<file path="src/rtl/acc_chan.sv">
// acc_chan: multi-channel signed frame accumulator.
// Each channel sums sign-extended samples until a last-sample arrives, then
// the frame sum is handed to a single output register and the channel restarts.
module acc_chan #(
  parameter int IN_W  = 16,
  parameter int ACC_W = 24,
  parameter int NCH   = 4,
  parameter int SAT   = 1,
  localparam int CH_W = $clog2(NCH)
) (
  input  logic                    clk,
  input  logic                    reset,
  input  logic                    clear_all,
  input  logic                    in_valid,
  output logic                    in_ready,
  input  logic signed [IN_W-1:0]  in_data,
  input  logic [CH_W-1:0]         in_ch,
  input  logic                    in_last,
  output logic                    out_valid,
  input  logic                    out_ready,
  output logic signed [ACC_W-1:0] out_data,
  output logic [CH_W-1:0]         out_ch,
  output logic                    out_ovf
);

  localparam logic signed [ACC_W-1:0] ACC_MAX = {1'b0, {(ACC_W-1){1'b1}}};
  localparam logic signed [ACC_W-1:0] ACC_MIN = {1'b1, {(ACC_W-1){1'b0}}};

  logic signed [ACC_W-1:0] acc_reg [NCH];
  logic                    ovf_reg [NCH];

  logic                    xfer;
  logic signed [ACC_W-1:0] base_acc;
  logic                    base_ovf;
  logic signed [ACC_W:0]   base_ext;
  logic signed [ACC_W:0]   in_ext;
  logic signed [ACC_W:0]   sum_wide;
  logic                    sum_ovf;
  logic signed [ACC_W-1:0] sum_acc;
  logic                    new_ovf;

  // A new result can enter whenever the output slot is empty or being drained.
  assign in_ready = !out_valid || out_ready;
  assign xfer     = in_valid && in_ready;

  // Add the sample to the selected channel; clear_all makes the base zero so a
  // same-cycle sample lands on a freshly cleared accumulator.
  always_comb begin
    base_acc = clear_all ? '0 : acc_reg[in_ch];
    base_ovf = clear_all ? 1'b0 : ovf_reg[in_ch];
    base_ext = {base_acc[ACC_W-1], base_acc};
    in_ext   = {{(ACC_W+1-IN_W){in_data[IN_W-1]}}, in_data};
    sum_wide = base_ext + in_ext;
    // One guard bit is enough: the two top bits disagree only on signed overflow.
    sum_ovf  = sum_wide[ACC_W] ^ sum_wide[ACC_W-1];
    sum_acc  = sum_wide[ACC_W-1:0];
    if ((SAT != 0) && sum_ovf) begin
      sum_acc = sum_wide[ACC_W] ? ACC_MIN : ACC_MAX;
    end
    new_ovf  = base_ovf | sum_ovf;
  end

  genvar gi;
  generate
    for (gi = 0; gi < NCH; gi++) begin : g_ch
      // Per-channel accumulator and sticky overflow flag.
      always_ff @(posedge clk) begin
        if (reset) begin
          acc_reg[gi] <= '0;
          ovf_reg[gi] <= 1'b0;
        end else if (xfer && (in_ch == CH_W'(gi))) begin
          if (in_last) begin
            acc_reg[gi] <= '0;
            ovf_reg[gi] <= 1'b0;
          end else begin
            acc_reg[gi] <= sum_acc;
            ovf_reg[gi] <= new_ovf;
          end
        end else if (clear_all) begin
          acc_reg[gi] <= '0;
          ovf_reg[gi] <= 1'b0;
        end
      end
    end
  endgenerate

  // Single output register: loaded by a last-sample, emptied when drained.
  always_ff @(posedge clk) begin
    if (reset) begin
      out_valid <= 1'b0;
      out_data  <= '0;
      out_ch    <= '0;
      out_ovf   <= 1'b0;
    end else if (xfer && in_last) begin
      out_valid <= 1'b1;
      out_data  <= sum_acc;
      out_ch    <= in_ch;
      out_ovf   <= new_ovf;
    end else if (out_ready) begin
      out_valid <= 1'b0;
    end
  end

endmodule

</file>
<file path="config.mk">
export PLATFORM = sky130hd
export DESIGN_NAME = acc_chan
export DESIGN_NICKNAME = d
export VERILOG_FILES = /design/src/rtl/acc_chan.sv
export SDC_FILE = /design/constraint.sdc
export NUM_CORES = 1
export LEC_CHECK = 0
export CORE_ASPECT_RATIO = 1.25
export CORE_UTILIZATION = 53
export CTS_CLUSTER_SIZE = 20
export DETAILED_ROUTE_END_ITERATION = 12
export GPL_ROUTABILITY_DRIVEN = 0
export GPL_TIMING_DRIVEN = 0
export HOLD_SLACK_MARGIN = 0.12
export PLACE_DENSITY = 0.74
export SLEW_MARGIN = 5
export SYNTH_ARGS = -nofsm -noshare
export SYNTH_HDL_FRONTEND = slang
export SYNTH_SLANG_ARGS = --single-unit
</file>
<file path="constraint.sdc">
create_clock -name clk -period 4.6 [get_ports clk]
set_input_delay 0.92 -clock clk [delete_from_list [all_inputs] [get_ports clk]]
set_output_delay 0.92 -clock clk [all_outputs]
set_load 0.05 [all_outputs]
</file>
# --- Yosys cells after proc, flatten, opt, wreduce, memory -nomap -nowiden ---
# Memories as Yosys holds them, arrays and structs flattened.
# Index checks and enable logic that the tools add are counted.
totals:
  ff_bits: 28
  ramBits: 100
  in_bits: 24
  output_inout_bits: 29
  word_cells: 117
  memories: 2
mem_list:
  columns: ["memory", "depth", "word_bits", "read_ports", "rd_ports_with_merged_regs", "wr", "line_no", "source"]
  rows:
  - ["acc_reg", 4, 24, 1, 0, 4, "29", "logic signed [ACC_W-1:0] acc_reg [NCH];"]
  - ["ovf_reg", 4, 1, 1, 0, 4, "30", "logic ovf_reg [NCH];"]
classes:
  n_addsub: 1
  eq_ne: 3
  muxes: 71
  bitwise: 26
  reduce_logical: 10
op_table:
  columns: ["operator", "count"]
  rows:
  - ["$mux W24", 15]
  - ["$mux W1", 56]
  - ["$add A24 B16 Y25", 1]
  - ["$or A1 B1 Y1", 25]
  - ["$logic_and A1 B1 Y1", 6]
  - ["$eq A2 B2 Y1 const B", 2]
  - ["$eq A2 B1 Y1 const B", 1]
  - ["$logic_not A2 Y1", 1]
  - ["$reduce_bool A2 Y1", 1]
  - ["$logic_not A1 Y1", 1]
  - ["$logic_or A1 B1 Y1", 1]
  - ["$xor A1 B1 Y1", 1]

# --- Longest topological paths before layout ---
logic_depth:
  word_depth: 10
  ltp_mapped: 17
  depth_no_buf: 12

# --- Least setup slack after synthesis ---
# No wires, ideal clock.
synth_path:
  path_type: "input-to-reg"
  startpoint: "input port in_ch[0]"
  endpoint: "memory acc_reg[1][1], data pin"
  setup_time_ns: 0.270
  arrival_ns: 4.577
  required_ns: 4.330
  setup_slack_ns: -0.248
  path_stages: 15
  path_buffers: 5
  cell_sequence: "clkbuf_1 > buf_1 > mux4_2 > nor2b_1 > ha_1 > buf_2 > nand4_2 > a2111oi_4 > and3_4 > a211oi_4 > or4_4 > buf_6 > buf_6 > nand3b_1 > a21oi_1"
synth_lines:
  columns: ["element", "line_no", "source"]
  rows:
  - ["from (decl)", "17", "input logic [CH_W-1:0] in_ch,"]
  - ["to (decl)", "29", null]

==> reports/qor.csv <==
stage,metric,value,unit
min_path,Hold WC Path Type,reg -> reg,
layout,share of cells above drive strength 1,17.91,%
drt,met2 WL,10140,µm
min_path,hold depth,2,
sta,fin crit period,4.503,ns
sta,fmax,222.1,MHz
synthesis,number of synthesized register bits,128,
synthesis,"Primary FF master, synth",edfxtp_1,
synthesis,synth top area cells,"edfxtp_1 44%, dfxtp_1 8.2%, mux4_2 7.9%, a21oi_1 6.5%, ha_1 4.4%",
run,Max Cap Viol,0,
layout,fin util,67.19,%
clock_network,clock transition at the registers of the reported paths,0.05,ns
clock_network,CTS tree,yes,
drt,via count,5708,
layout,Fill cells,961,
synthesis,"top cells by count, synth","100 x edfxtp_1, 89 x a21oi_1, 79 x nor2_1",
synthesis,post-synthesis sequential area ratio,51.83,%
worst_setup_path,startpoint types,input pin,
layout,"Design Area, Final",8508,µm²
synthesis,Yosys top cell by area,edfxtp_1,
layout,antenna cell count,0,
synthesis,Netlist cell types,59,
drt,met1 WL,7615,µm
drt,Avg WL per Cell,23.19,µm
synthesis,Post-Syn Area per Cell,11.36,µm²
drt,Post-DRT Antenna Nets,0,
synthesis,cell area after synthesis,6875,µm²
global_route,Total GRT Usage,31.40,%
floorplan,core box area,12660,µm²
clock_network,CTS Sinks,128,
power_and_ir_drop,PD cells,380.8,nW/µm²
global_route,vias in the first global route,5852,
layout,Synth-to-Final Area Change,23.75,%
global_route,Overflow after GRT,0,
drt,met3 WL,1501,µm
worst_setup_path,Reg2Reg Launch Point,acc_reg[3][13],
synthesis,Post-synth EDFFs,100,
clock_network,clock buffer count from CTS,17,
worst_setup_path,Worst EP required,4.74,ns
place,dpl cell area,7757,µm²
worst_setup_path,flop2flop setup slack,0.72,ns
min_path,endpoint of the worst hold path,out_ch[1],
power_and_ir_drop,Max VDD drop,350.1,µV
sta,worst slew pin tran,0.9186,ns
sta,RSZ-0062 raised after global routing,true,
worst_setup_path,Worst R2R Path Depth,12,
drt,1st-iter DRT viols,556,
sta,# setup viols final,0,
power_and_ir_drop,P_leak,3.250,nW
place,Buffers on Ports,51,
floorplan,Die Y,129.3,µm
synthesis,Syn Nets,654,
sta,Clock Skew,0.007604,ns
clock_network,CTS root buf,clkbuf_16,
clock_network,Max clock buf depth,2,
drt,Max Used Layer,met4,
place,HPWL Detailed,13840,µm
drt,Detailed Route WL,20080,µm
min_path,HP Start,out_ch[1],
sta,fin crit share,97.89,%
clock_network,clock latency at the later pin of the worst-skew pair,0.43,ns
worst_setup_path,Critical Path Fanout Max,10,
power_and_ir_drop,Overall Power,3.240,mW
synthesis,Yosys warnings,0,
clock_network,# hold bufs at CTS,0,
drt,drt first pass iters,6,
drt,DRC errors left,0,
floorplan,Die ar.,13430,µm²
sta,Slew HR,38.39,%
layout,fin nets,734,
clock_network,htree depth,4,
floorplan,Starting Density,54.30,%
layout,max reg flops,96,
global_route,first-pass GRT wire length,31470,µm
worst_setup_path,Crit. End Element,flop,
synthesis,Mapped Cells,605,
sta,final hold vios,0,
synthesis,ys async rst share,0,%
sta,Final Max Tran Viols,0,
global_route,largest net degree at the start of global routing,17,
synthesis,most common cell in the netlist,edfxtp_1,
worst_setup_path,Setup CP Type,in -> reg,
global_route,initial antenna violation count,0,
floorplan,FP Rows,46,
floorplan,Die X-Extent,103.9,µm
worst_setup_path,CP arrival,4.64,ns
floorplan,io pins,53,
drt,vias per inst,6.591,
status,outcome,"finished, final reports clean",
worst_setup_path,reg2reg end,acc_reg[1][3],
synthesis,top cell type's share of synthesized area,43.68,%
-- cells by family after synthesis --
group,count (synthesis),share of synthesized area (%)
AO/OA/AOI/OAI,184,17.47
AND/OR/NAND/NOR,179,12.99
flip-flops,128,51.83
buffers and inverters,49,3.130
multiplexers,25,8.007
adder cells (fa/ha/maj),25,4.659
XOR/XNOR,15,1.911
-- metal layers --
layer / track usage [%] / vias to the layer above
met4: 18.24 / 0
met5: 0 / -
met3: 6.841 / 71
li1: - / 2486
met2: 53.76 / 330
met1: 36.83 / 2821
-- report_power, final --
part / internal, mW / total [mW] / switching [mW]
Sequential: 1.31 / 1.34 / 0.0239
Clock: 0.781 / 1.28 / 0.496
Combinational: 0.225 / 0.625 / 0.400
Total: 2.32 / 3.24 / 0.919
-- cell type report --
class / count / area [µm²] / share of cell area [%]
plain buffers: 44 / 269.0 / 3.162
clock buffers: 25 / 518.0 / 6.088
repair buffers: 61 / 665.6 / 7.824
multi-input cells: 428 / 3219 / 37.84
well taps: 168 / 210.2 / 2.471
flip-flops and latches: 128 / 3563 / 41.88
inverters: 5 / 18.77 / 0.2206
clock inverters: 7 / 43.79 / 0.5147
-- metrics by stage --
stage,setup TNS (ns),setup slack (ns),hold slack (ns),std cells
2_1_floorplan,0,0.02192,0.6729,605
3_3_place_gp,-205.04,-1.213,0.4510,824
3_5_place_dp,-127.38,-1.344,0.4501,828
4_1_cts,0,0.003534,0.4605,863
5_1_grt,-0.03000,-0.01362,0.5067,866
6_report,0,0.09691,0.4611,866
-- cell usage in the layout (no fill, tap or decap), types with 4 or more instances in the layout --
master	netlist	routed
buf_4	0	9
nor2b_1	25	25
xor2_1	9	9
nand2b_1	11	11
buf_16	0	4
buf_2	12	5
a211oi_1	25	18
clkbuf_16	0	19
nand3_1	11	10
edfxtp_1	100	100
inv_1	5	5
xnor2_1	6	6
nand2_1	24	24
a311oi_1	14	14
a21oi_1	89	86
a211oi_2	0	6
mux4_2	24	24
a21o_1	6	6
nor2_1	79	77
ha_2	0	4
clkbuf_1	26	22
clkdlybuf4s50_1	0	50
clkbuf_4	0	9
o211ai_1	8	8
o21ai_0	13	10
dfxtp_1	28	28
nand4_1	8	8
ha_1	24	20
inv_4	0	4
-- how the worst max path moves through the flow --
| stage | endpoint | cells past startpoint | start |
|---|---|---|---|
| 3_3_place_gp | acc_reg[0][17] | 13 | in_ch[1] |
| 5_1_grt | acc_reg[0][5] | 14 | in_ch[0] |
| 6_report | acc_reg[1][3] | 14 | in_ch[0] |
| 4_1_cts | acc_reg[0][9] | 14 | in_ch[0] |
| 3_5_place_dp | acc_reg[2][17] | 13 | in_ch[1] |
| 2_1_floorplan | acc_reg[1][1] | 15 | in_ch[0] |
-- what timing repair did --
item                                    in CTS  in global routing
endpoints found under the setup margin     120                106
pin swaps                                    1                  4
buffers inserted                             3                  3
resized for setup                           24                 30
-- worst max-delay path, stage by stage --
cell and delay (ns):
buf_2 0.23, buf_6 0.24, mux4_2 0.53, nor2b_1 0.15, ha_1 0.26, buf_2 0.18, nand2_1 0.14, o211ai_1 0.27
a41o_2 0.31, a211oi_4 0.10, o211a_1 0.22, clkbuf_4 0.22, a211oi_1 0.75, nor2_1 0.12
Power figures use the tool's default switching activity.
